## config.mk

```make
export PLATFORM = sky130hd
export DESIGN_NAME = vx_writeback_arb
export DESIGN_NICKNAME = d
export VERILOG_FILES = /design/src/rtl/vx_writeback_arb_pkg.sv /design/src/rtl/vx_writeback_arb_rr_arbiter.sv /design/src/rtl/vx_writeback_arb.sv
export SDC_FILE = /design/constraint.sdc
export NUM_CORES = 1
export LEC_CHECK = 0
export CAP_MARGIN = 20
export CORE_AREA = 4 4 404 406
export CTS_BUF_LIST = sky130_fd_sc_hd__clkbuf_4 sky130_fd_sc_hd__clkbuf_8
export DETAILED_ROUTE_END_ITERATION = 10
export DIE_AREA = 0 0 408 410
export HOLD_SLACK_MARGIN = 0.02
export PLACE_DENSITY = 0.39
export SYNTH_ARGS = -nofsm -noshare
export SYNTH_HDL_FRONTEND = slang
export SYNTH_HIERARCHICAL = 1
export SYNTH_SLANG_ARGS = --single-unit
export TNS_END_PERCENT = 50
```

## constraint.sdc

```tcl
create_clock -name clk -period 8.8 [get_ports clk]
set_input_delay 2.64 -clock clk [delete_from_list [all_inputs] [get_ports clk]]
set_output_delay 2.64 -clock clk [all_outputs]
set_load 0.01 [all_outputs]
```

## src/rtl/vx_writeback_arb_pkg.sv

```systemverilog
// Shared writeback types: warp/register index widths and the payload carried from commit to GPR.
// Used by the writeback arbiter, the GPR stage and the commit units.
package vx_writeback_arb_pkg;

    localparam int NUM_WARPS   = 4;
    localparam int NUM_REGS    = 32;
    localparam int NUM_THREADS = 4;
    localparam int NW_BITS     = $clog2(NUM_WARPS);
    localparam int NR_BITS     = $clog2(NUM_REGS);

    typedef struct packed {
        logic [NW_BITS-1:0]          wid;
        logic [31:0]                 PC;
        logic [NUM_THREADS-1:0]      tmask;
        logic [NR_BITS-1:0]          rd;
        logic [NUM_THREADS-1:0][31:0] data;
    } wb_payload_t;

endpackage

```

## src/rtl/vx_writeback_arb_rr_arbiter.sv

```systemverilog
// Round-robin arbiter: picks the first request at or after the internal pointer.
// Latency: combinational grant; pointer advances past the winner on an enabled grant.
// Backpressure: enable low suppresses the grant and freezes the pointer.
module vx_writeback_arb_rr_arbiter #(
    parameter int NUM_REQS = 5
) (
    input  logic                        clk,
    input  logic                        reset,
    input  logic [NUM_REQS-1:0]         requests,
    input  logic                        enable,
    output logic [NUM_REQS-1:0]         grant_onehot,
    output logic [$clog2(NUM_REQS)-1:0] grant_index,
    output logic                        grant_valid
);
    localparam int IDX_W = $clog2(NUM_REQS);

    logic [IDX_W-1:0] ptr;
    logic [IDX_W-1:0] idx;
    logic [IDX_W:0]   probe;
    logic             found;

    // Scan offsets from the far end so the smallest offset from ptr wins.
    always_comb begin
        found = 1'b0;
        idx   = '0;
        probe = '0;
        for (int k = NUM_REQS - 1; k >= 0; k--) begin
            probe = {1'b0, ptr} + (IDX_W+1)'(k);
            if (probe >= (IDX_W+1)'(NUM_REQS)) begin
                probe = probe - (IDX_W+1)'(NUM_REQS);
            end
            if (requests[probe[IDX_W-1:0]]) begin
                found = 1'b1;
                idx   = probe[IDX_W-1:0];
            end
        end
    end

    always_comb begin
        grant_onehot = '0;
        if (enable && found) begin
            grant_onehot[idx] = 1'b1;
        end
    end

    assign grant_index = idx;
    assign grant_valid = enable && found;

    always_ff @(posedge clk) begin
        if (reset) begin
            ptr <= '0;
        end else if (enable && found) begin
            ptr <= (idx == IDX_W'(NUM_REQS - 1)) ? '0 : idx + IDX_W'(1);
        end
    end

endmodule

```

## src/rtl/vx_writeback_arb.sv

```systemverilog
// Commit-to-writeback arbiter: drains no-result commits, round-robins register writers onto one wb port.
// Latency: 1 cycle (registered output), one writeback per cycle sustained.
// Backpressure: wb_ready low holds the output entry and withholds ready from every writing source.
module vx_writeback_arb
    import vx_writeback_arb_pkg::*;
#(
    parameter int CORE_ID  = 0,
    parameter int NUM_REQS = 5
) (
    input  logic                                         clk,
    input  logic                                         reset,
    input  logic [NUM_REQS-1:0]                          commit_valid,
    output logic [NUM_REQS-1:0]                          commit_ready,
    input  logic [NUM_REQS-1:0]                          commit_wb,
    input  logic [NUM_REQS-1:0][NW_BITS-1:0]             commit_wid,
    input  logic [NUM_REQS-1:0][31:0]                    commit_PC,
    input  logic [NUM_REQS-1:0][NUM_THREADS-1:0]         commit_tmask,
    input  logic [NUM_REQS-1:0][NR_BITS-1:0]             commit_rd,
    input  logic [NUM_REQS-1:0][NUM_THREADS-1:0][31:0]   commit_data,
    output logic                                         wb_valid,
    input  logic                                         wb_ready,
    output logic [NW_BITS-1:0]                           wb_wid,
    output logic [31:0]                                  wb_PC,
    output logic [NUM_THREADS-1:0]                       wb_tmask,
    output logic [NR_BITS-1:0]                           wb_rd,
    output logic [NUM_THREADS-1:0][31:0]                 wb_data
);
    if (NUM_REQS < 2) begin : g_bad_num_reqs
        $error("NUM_REQS must be at least 2");
    end
    if (CORE_ID < 0) begin : g_bad_core_id
        $error("CORE_ID must be non-negative");
    end

    logic [NUM_REQS-1:0]         drain;
    logic [NUM_REQS-1:0]         req;
    logic [NUM_REQS-1:0]         grant_onehot;
    logic [$clog2(NUM_REQS)-1:0] grant_index;
    logic                        grant_valid;
    logic                        load;
    logic                        wb_valid_q;
    wb_payload_t                 wb_q;
    wb_payload_t                 sel;

    assign drain = commit_valid & ~commit_wb;
    assign req   = commit_valid & commit_wb;
    assign load  = !wb_valid_q || wb_ready;

    // Reset blocks the grant so no source believes it was consumed while the output is being cleared.
    vx_writeback_arb_rr_arbiter #(
        .NUM_REQS (NUM_REQS)
    ) u_rr_arbiter (
        .clk          (clk),
        .reset        (reset),
        .requests     (req),
        .enable       (load && !reset),
        .grant_onehot (grant_onehot),
        .grant_index  (grant_index),
        .grant_valid  (grant_valid)
    );

    assign commit_ready = drain | grant_onehot;

    always_comb begin
        sel       = '0;
        sel.wid   = commit_wid[grant_index];
        sel.PC    = commit_PC[grant_index];
        sel.tmask = commit_tmask[grant_index];
        sel.rd    = commit_rd[grant_index];
        sel.data  = commit_data[grant_index];
    end

    always_ff @(posedge clk) begin
        if (reset) begin
            wb_valid_q <= 1'b0;
            wb_q       <= '0;
        end else if (load) begin
            wb_valid_q <= grant_valid;
            if (grant_valid) begin
                wb_q <= sel;
            end
        end
    end

    assign wb_valid = wb_valid_q;
    assign wb_wid   = wb_q.wid;
    assign wb_PC    = wb_q.PC;
    assign wb_tmask = wb_q.tmask;
    assign wb_rd    = wb_q.rd;
    assign wb_data  = wb_q.data;

endmodule

```

==> results.txt, run 1 <==
----------------------------------------------------
[Min path]
  Class of the tightest hold or removal check ... reg2reg

[Place]
  Number of cells in the design after placement ... 4717
  Number of port buffers ... 1044
  Routability cong. ... 0.8838
  Final HPWL DP ... 88.64 mm

[Run status]
  Status ... finished clean

[STA]
  Highest attainable clock frequency ... 115.9 MHz
  Total negative slack for setup checks ... 0 ns
  Count of final max-slew check failures ... 0
  Crit share post-route ... 0.9802
  Final hold violations ... 0
  Layout Skew ... 0.01905 ns
  Setup Viol. Count Final ... 0
  Setup repair after global routing missed its margin ... no
  Actual transition at the worst max-transition pin ... 1.028 ns
  Worst slew margin relative to its limit ... 0.3145
  Time the worst path needs with I/O delays and setup ... 8.625 ns

[Pwr]
  Switching pwr ... 5090 uW
  Ratio of total power to cell area ... 343.8 mW/mm^2
  Portion of total power attributed to the clock network ... 0.069
  VDD IR-drop max ... 0.4105 mV
  Static leakage ... 0.009139 uW
  Power share of the combinational group ... 0.810
  Register share of total power ... 0.121
  Cell internal power dissipation ... 4800 uW
  Net switching share of the total power ... 0.5147

[Logic synthesis]
  Main synth FF type ... sky130_fd_sc_hd__dfxtp_1
  Cell count after synthesis ... 1751
  Ranking of synthesized cells by area ... sky130_fd_sc_hd__mux2i_1 (22%), sky130_fd_sc_hd__dfxtp_1 (22%), sky130_fd_sc_hd__o22a_1 (9.6%)
  Cell with the most instances after synthesis ... sky130_fd_sc_hd__mux2i_1
  Number of enable flip-flop cells after synthesis ... 0
  Async set-or-reset flop fraction in the synthesized netlist ... 0
  Net count of the mapped netlist ... 2630
  Netlist cell types ... 66
  Post-Syn Area per Cell ... 8.994 um^2
  Yosys reg bits ... 175
  Ranking of synthesized cells by instance count ... sky130_fd_sc_hd__mux2i_1 (353), sky130_fd_sc_hd__nor2_1 (180), sky130_fd_sc_hd__dfxtp_1 (175)
  Cell area after synthesis ... 0.01575 mm^2
  Biggest area consumer among synthesized cells ... sky130_fd_sc_hd__mux2i_1
  Total number of yosys warnings ... 6
  Proportion of synthesized chip area in sequential cells ... 0.2225
  Share of Yosys cell area claimed by the top area cell type ... 0.2244

[Setup path]
  Startpoint type of the worst setup path ... input port
  Critical Path Sink Type ... primary output
  Biggest fanout along the worst timing path ... 9
  WP data required ... 6.16 ns
  Arrival time at the worst endpoint ... 5.99 ns
  Worst setup path category ... in2out

[Die]
  Die Y-Extent ... 410 um
  Placeable core region ... 0.1598 mm^2
  Die area ... 0.1673 mm^2
  Starting utilization of the core area ... 0.09853
  Horizontal die dimension ... 408 um
  Total I/O pin count ... 1045
  Std cell rows ... 147

[Clock network]
  Largest buffer count on any clock path ... 2
  Clock-pin slew on the worst setup and hold paths ... 0.11 ns
  Inserted Clock Buffers ... 17
  Hold-fix buffer count after cts ... 0
  Cell chosen for the clock root ... sky130_fd_sc_hd__clkbuf_8
  Clock sink count ... 175
  TritonCTS clock tree ... yes
  Worst skew pair latency ... 0.61 ns
  H-tree lvl count ... 4
  Post-CTS setup buffers ... 0

[Cells and area]
  Total number of nets in the final design ... 3529
  Share of layout cells above drive strength 1 ... 0.07398
  Post-layout utilization of the core ... 0.1800
  Fill cell instance count of the final layout ... 17860
  Synthesis-to-layout area growth ... 82.63%
  Count of placed standard cells in the final layout, fillers left out ... 4755

[Detailed routing]
  Wire per inst ... 22.72 um
  First drt pass iteration count ... 5
  Post-DRT Antenna Nets ... 0
  Detailed router's first-iteration violation count ... 812
  Via density ... 3.603
  Residual DRC ... 0
  Wire length after detailed routing ... 108.0 mm
  Routed via count ... 17130

[GRT]
  Number of antenna violations at the first check in global routing ... 13
  Largest net degree at the start of global routing ... 126
  Via count of the first global-routing pass ... 17380
  GR Overflow Total ... 0
  Wire length of the first global-routing pass ... 144.7 mm
  Global-route total usage across every layer ... 0.1222

[Flow run]
  Maximum Capacitance Violations ... 0

----------------------------------------------------
==> critical path, cell delays in order <==
cell and delay, ns:
sky130_fd_sc_hd__clkdlybuf4s50_1 0.41, sky130_fd_sc_hd__and2_1 0.30, sky130_fd_sc_hd__mux4_2 0.51, sky130_fd_sc_hd__nand2b_1 0.09
sky130_fd_sc_hd__o31ai_1 0.09, sky130_fd_sc_hd__a31o_1 0.25, sky130_fd_sc_hd__or3_1 0.43, sky130_fd_sc_hd__a31oi_4 0.25
sky130_fd_sc_hd__nor2_2 0.13, sky130_fd_sc_hd__nor3_2 0.24, sky130_fd_sc_hd__a21o_1 0.11, sky130_fd_sc_hd__clkdlybuf4s50_1 0.53
==> metal layers <==
metal / share of wire / routed length (um) / track usage
met5: 0.00012 / 13 / 0
met4: 0.0087 / 940 / 0.01976
met3: 0.049 / 5290 / 0.02589
met2: 0.51 / 55590 / 0.2221
met1: 0.43 / 46190 / 0.1495
==> flip-flops by register name (all words and copies together), names as in the netlist <==
name              count
u_rr_arbiter/ptr      3
wb_wid                2
wb_tmask              4
wb_rd                 5
wb_data             128
wb_PC                32
wb_valid              1
==> worst paths after layout <==
path / from / end / slack, ns / cells past startpoint
max: commit_wb[3] / commit_ready[1] / 0.17 / 12
min: wb_data[97] / wb_data[97] / 0.50 / 2
min reg2reg: wb_data[97] / wb_data[97] / 0.50 / 2
max reg2reg: u_rr_arbiter/ptr[1] / wb_data[74] / 2.68 / 14
==> cells in the final DEF, fill, tap and decap left out, drive strengths merged, types with 7 or more instances in the layout <==
| cell type | instances |
|---|---|
| nor2 | 182 |
| nand2 | 9 |
| o22a | 172 |
| nand3b | 171 |
| a211oi | 174 |
| clkbuf | 17 |
| inv | 26 |
| o21a | 173 |
| a21oi | 14 |
| nor3 | 9 |
| mux2i | 353 |
| clkinv | 9 |
| buf | 38 |
| and2 | 8 |
| a21o | 9 |
| dfxtp | 175 |
| clkdlybuf4s50 | 1043 |
| ha | 10 |
| o21ai | 7 |
==> power by group through the flow <==
stage / sequential, uW / clock [uW] / combinational (uW)
after floorplan: 1290 / 0 / 5120
after detailed placement: 1210 / 0 / 8200
final: 1190 / 684 / 8010
after CTS: 1200 / 749 / 8240
after global routing: 1220 / 762 / 8660
after global placement: 1210 / 0 / 8210
==> layout make-up <==
cell class	instances	area [um^2]	share of cell area
multi-input cells	1354	11210	0.3899
clock inverters	15	217.7	0.007569
repair buffers	1081	10880	0.3784
well taps	2086	2610	0.09074
clock buffers	17	234.0	0.008135
flip-flops and latches	175	3503	0.1218
inverters	21	86.33	0.003002
diodes	6	15.01	0.0005220
==> logic make-up after synthesis <==
kind of cell               synth area share
muxes                                0.2308
DFF                                  0.2225
and+or+nand+nor                      0.1462
xor gates and xnor gates           0.003814
buffers and inverters               0.06697
AOI/OAI and AO/OA                    0.3206
adders and majority gates          0.009216
==> metrics by stage <==
step / area [um^2] / power (uW) / hold slack [ns] / setup WS [ns]
after CTS: 28740 / 10190 / 0.5064 / 0.09036
after global placement: 28290 / 9415 / 0.4864 / 0.07752
after floorplan: 15750 / 6414 / 0.5202 / 1.343
final: 28760 / 9890 / 0.5041 / 0.1746
after detailed placement: 28290 / 9411 / 0.4898 / 0.09883
after global routing: 28750 / 10640 / 0.5225 / 0.005087
==> repair_timing <==
action	CTS	global route
endpoints found under the hold margin	0	0
resized for setup	0	1
setup endpoints to repair	0	1
Note: power is estimated with default switching activity, not from simulation.
==> run 2: changes to the inputs <==
CAP_MARGIN = unset   (was 20)
GPL_TIMING_DRIVEN = 0   (was unset)
==> results.txt, run 2 (synthesis gave the netlist of run 1 again) <==
----------------------------------------------------
[Cells and area]
  Most common cell after layout, fill and taps aside ... sky130_fd_sc_hd__clkdlybuf4s50_1
  Share of layout cells above drive strength 1 ... 0.08760
  Area of all placed cells without fillers ... 0.02931 mm^2
  Count of placed standard cells in the final layout, fillers left out ... 4922
  Synthesis-to-layout area growth ... 86.10%
  Total number of nets in the final design ... 3697
  Flip-flop count of the largest register after layout ... 128
  Most frequent cells in the layout ... sky130_fd_sc_hd__clkdlybuf4s50_1 (1043), sky130_fd_sc_hd__mux2i_1 (353), sky130_fd_sc_hd__nor2_1 (180)

[GRT]
  Number of antenna violations at the first check in global routing ... 36
  Global Route met1 Usage ... 0.1965
  Global-route total usage across every layer ... 0.1599
  Global-route track usage on met2 ... 0.2886
  Via count of the first global-routing pass ... 19470
  Largest net degree at the start of global routing ... 19
  Wire length of the first global-routing pass ... 180.6 mm
  Global route hottest layer ... met2
  GR Overflow Total ... 0
  Met3 Track Usage GR ... 0.03098

[Pwr]
  Switching pwr ... 6369 uW
  Cell internal power dissipation ... 4909 uW
  Net switching share of the total power ... 0.5647
  Register share of total power ... 0.106
  VDD IR-drop max ... 0.1475 mV
  Portion of total power attributed to the clock network ... 0.060
  Ratio of total power to cell area ... 384.8 mW/mm^2
  Power share of the combinational group ... 0.834
  Static leakage ... 0.009483 uW

[STA]
  Actual transition at the worst max-transition pin ... 1.262 ns
  Highest attainable clock frequency ... 115.9 MHz
  Count of final max-slew check failures ... 0
  Final hold violations ... 0
  Layout Skew ... 0.02144 ns
  Setup repair after global routing missed its margin ... no
  Worst slew margin relative to its limit ... 0.1587
  Time the worst path needs with I/O delays and setup ... 8.628 ns
  Crit share post-route ... 0.9804
  Setup Viol. Count Final ... 0

[Die]
  Starting utilization of the core area ... 0.09853
  Horizontal die dimension ... 408 um
  Placeable core region ... 0.1598 mm^2
  Die Y-Extent ... 410 um
  Total I/O pin count ... 1045
  Std cell rows ... 147
  Die area ... 0.1673 mm^2

[Detailed routing]
  Detailed router's first-iteration violation count ... 1027
  Residual DRC ... 0
  Wire length after detailed routing ... 140.4 mm
  Post-DRT Antenna Nets ... 0
  First drt pass iteration count ... 5
  Via density ... 3.798
  Wire per inst ... 28.52 um
  Routed via count ... 18690

[Clock network]
  Inserted Clock Buffers ... 17
  TritonCTS clock tree ... yes
  H-tree lvl count ... 4
  Clock-pin slew on the worst setup and hold paths ... 0.12 ns
  Largest buffer count on any clock path ... 2
  Worst skew pair latency ... 0.62 ns
  Cell chosen for the clock root ... sky130_fd_sc_hd__clkbuf_8
  Hold-fix buffer count after cts ... 0
  Clock sink count ... 175

[Place]
  Cell Area, Placed ... 0.02885 mm^2
  Number of port buffers ... 1044
  Number of cells in the design after placement ... 4883
  Final HPWL DP ... 120.6 mm
  Routability cong. ... 0.9060

[Min path]
  End point of the worst hold path ... wb_PC[19]
  Source of the worst hold timing path ... wb_PC[19]
  Number of cells on the worst hold path ... 2
  Class of the tightest hold or removal check ... reg2reg

[Setup path]
  Worst setup path category ... in2out
  Register-to-register setup slack ... 2.85 ns
  R2R Path Start ... u_rr_arbiter/ptr[0]
  WP data required ... 6.16 ns
  Biggest fanout along the worst timing path ... 9
  Arrival time at the worst endpoint ... 5.99 ns
  Startpoint type of the worst setup path ... input port
  Depth of the worst register-to-register path ... 20
  Crit Reg-Reg Endpoint ... wb_PC[8]
  Critical Path Sink Type ... primary output

[Run status]
  Status ... finished clean

[Flow run]
  Maximum Capacitance Violations ... 0

----------------------------------------------------
-- run 2: cell types whose count changed in the layout (fill, tap and decap cells not counted), moves of 2 or more --
| cell | change |
|---|---|
| sky130_fd_sc_hd__inv_6 | +2 |
| sky130_fd_sc_hd__buf_1 | +5 |
| sky130_fd_sc_hd__clkbuf_2 | +2 |
| sky130_fd_sc_hd__clkinv_8 | -6 |
| sky130_fd_sc_hd__buf_2 | +55 |
| sky130_fd_sc_hd__buf_12 | -12 |
| sky130_fd_sc_hd__inv_8 | +2 |
| sky130_fd_sc_hd__clkbuf_1 | +111 |
| sky130_fd_sc_hd__buf_4 | -8 |
| sky130_fd_sc_hd__and2_2 | +2 |
| sky130_fd_sc_hd__buf_6 | +13 |
-- run 2: final cells by class --
type                            instances  area [um^2]
Antenna cell                            5        12.51
Buffer                                201        979.7
Clock buffer                           18        247.7
Clock inverter                         14        163.9
Fill cell                           17960       130500
Inverter                               21        78.83
Multi-Input combinational cell       1354        11200
Sequential cell                       175         3503
Tap cell                             2086         2610
Timing Repair Buffer                 1048        10510
-- run 2: metal layers --
| metal | vias up | share of wire |
|---|---|---|
| li1 | 8749 | - |
| met1 | 9103 | 0.42 |
| met2 | 753 | 0.51 |
| met3 | 77 | 0.052 |
| met4 | 10 | 0.017 |
| met5 | - | 0.00041 |
-- run 2: critical path: stages --
cell	delay [ns]
sky130_fd_sc_hd__clkdlybuf4s50_1	0.41
sky130_fd_sc_hd__and2_1	0.16
sky130_fd_sc_hd__clkbuf_2	0.20
sky130_fd_sc_hd__mux4_2	0.51
sky130_fd_sc_hd__and3_1	0.20
sky130_fd_sc_hd__a41oi_1	0.22
sky130_fd_sc_hd__a41o_1	0.16
sky130_fd_sc_hd__nor3_1	0.05
sky130_fd_sc_hd__nand2_1	0.10
sky130_fd_sc_hd__a31oi_4	0.12
sky130_fd_sc_hd__or3_4	0.41
sky130_fd_sc_hd__nor2_1	0.17
sky130_fd_sc_hd__a21o_1	0.10
sky130_fd_sc_hd__clkdlybuf4s50_1	0.53
-- run 2: worst max path at each step --
stage,startpoint,to,cells after the start
after floorplan,commit_wb[0],commit_ready[4],11
after detailed placement,commit_wb[0],commit_ready[3],13
final,commit_wb[0],commit_ready[2],14
after CTS,commit_wb[0],commit_ready[1],13
after global placement,commit_wb[0],wb_PC[8],17
after global routing,commit_wb[1],commit_ready[3],13
-- run 2: timing repair --
item / CTS / global route
resized for setup: 2 / 4
buffers inserted: 0 / 2
pin swaps: 0 / 4
setup endpoints to repair: 3 / 5
cloned: 0 / 0
-- run 2: power groups by stage --
stage | sequential (uW) | clock (uW) | combinational, uW
floorplan | 1290 | 0 | 5120
global placement | 1210 | 0 | 9610
detailed placement | 1220 | 0 | 9660
CTS | 1200 | 734 | 9700
global route | 1230 | 744 | 10100
finish | 1200 | 674 | 9400
-- run 2: per-stage QoR --
step / utilization / power, uW / hold WS [ns] / TNS, ns / setup WS (ns)
floorplan: - / 6414 / 0.5202 / 0 / 1.343
global placement: 0.1802 / 10830 / 0.4858 / -1.054 / -0.1936
detailed placement: 0.1805 / 10880 / 0.4904 / -0.1219 / -0.08950
CTS: 0.1831 / 11630 / 0.5082 / 0 / 0.05826
global route: 0.1833 / 12070 / 0.5207 / 0 / 0.01579
finish: 0.1834 / 11280 / 0.5026 / 0 / 0.1724
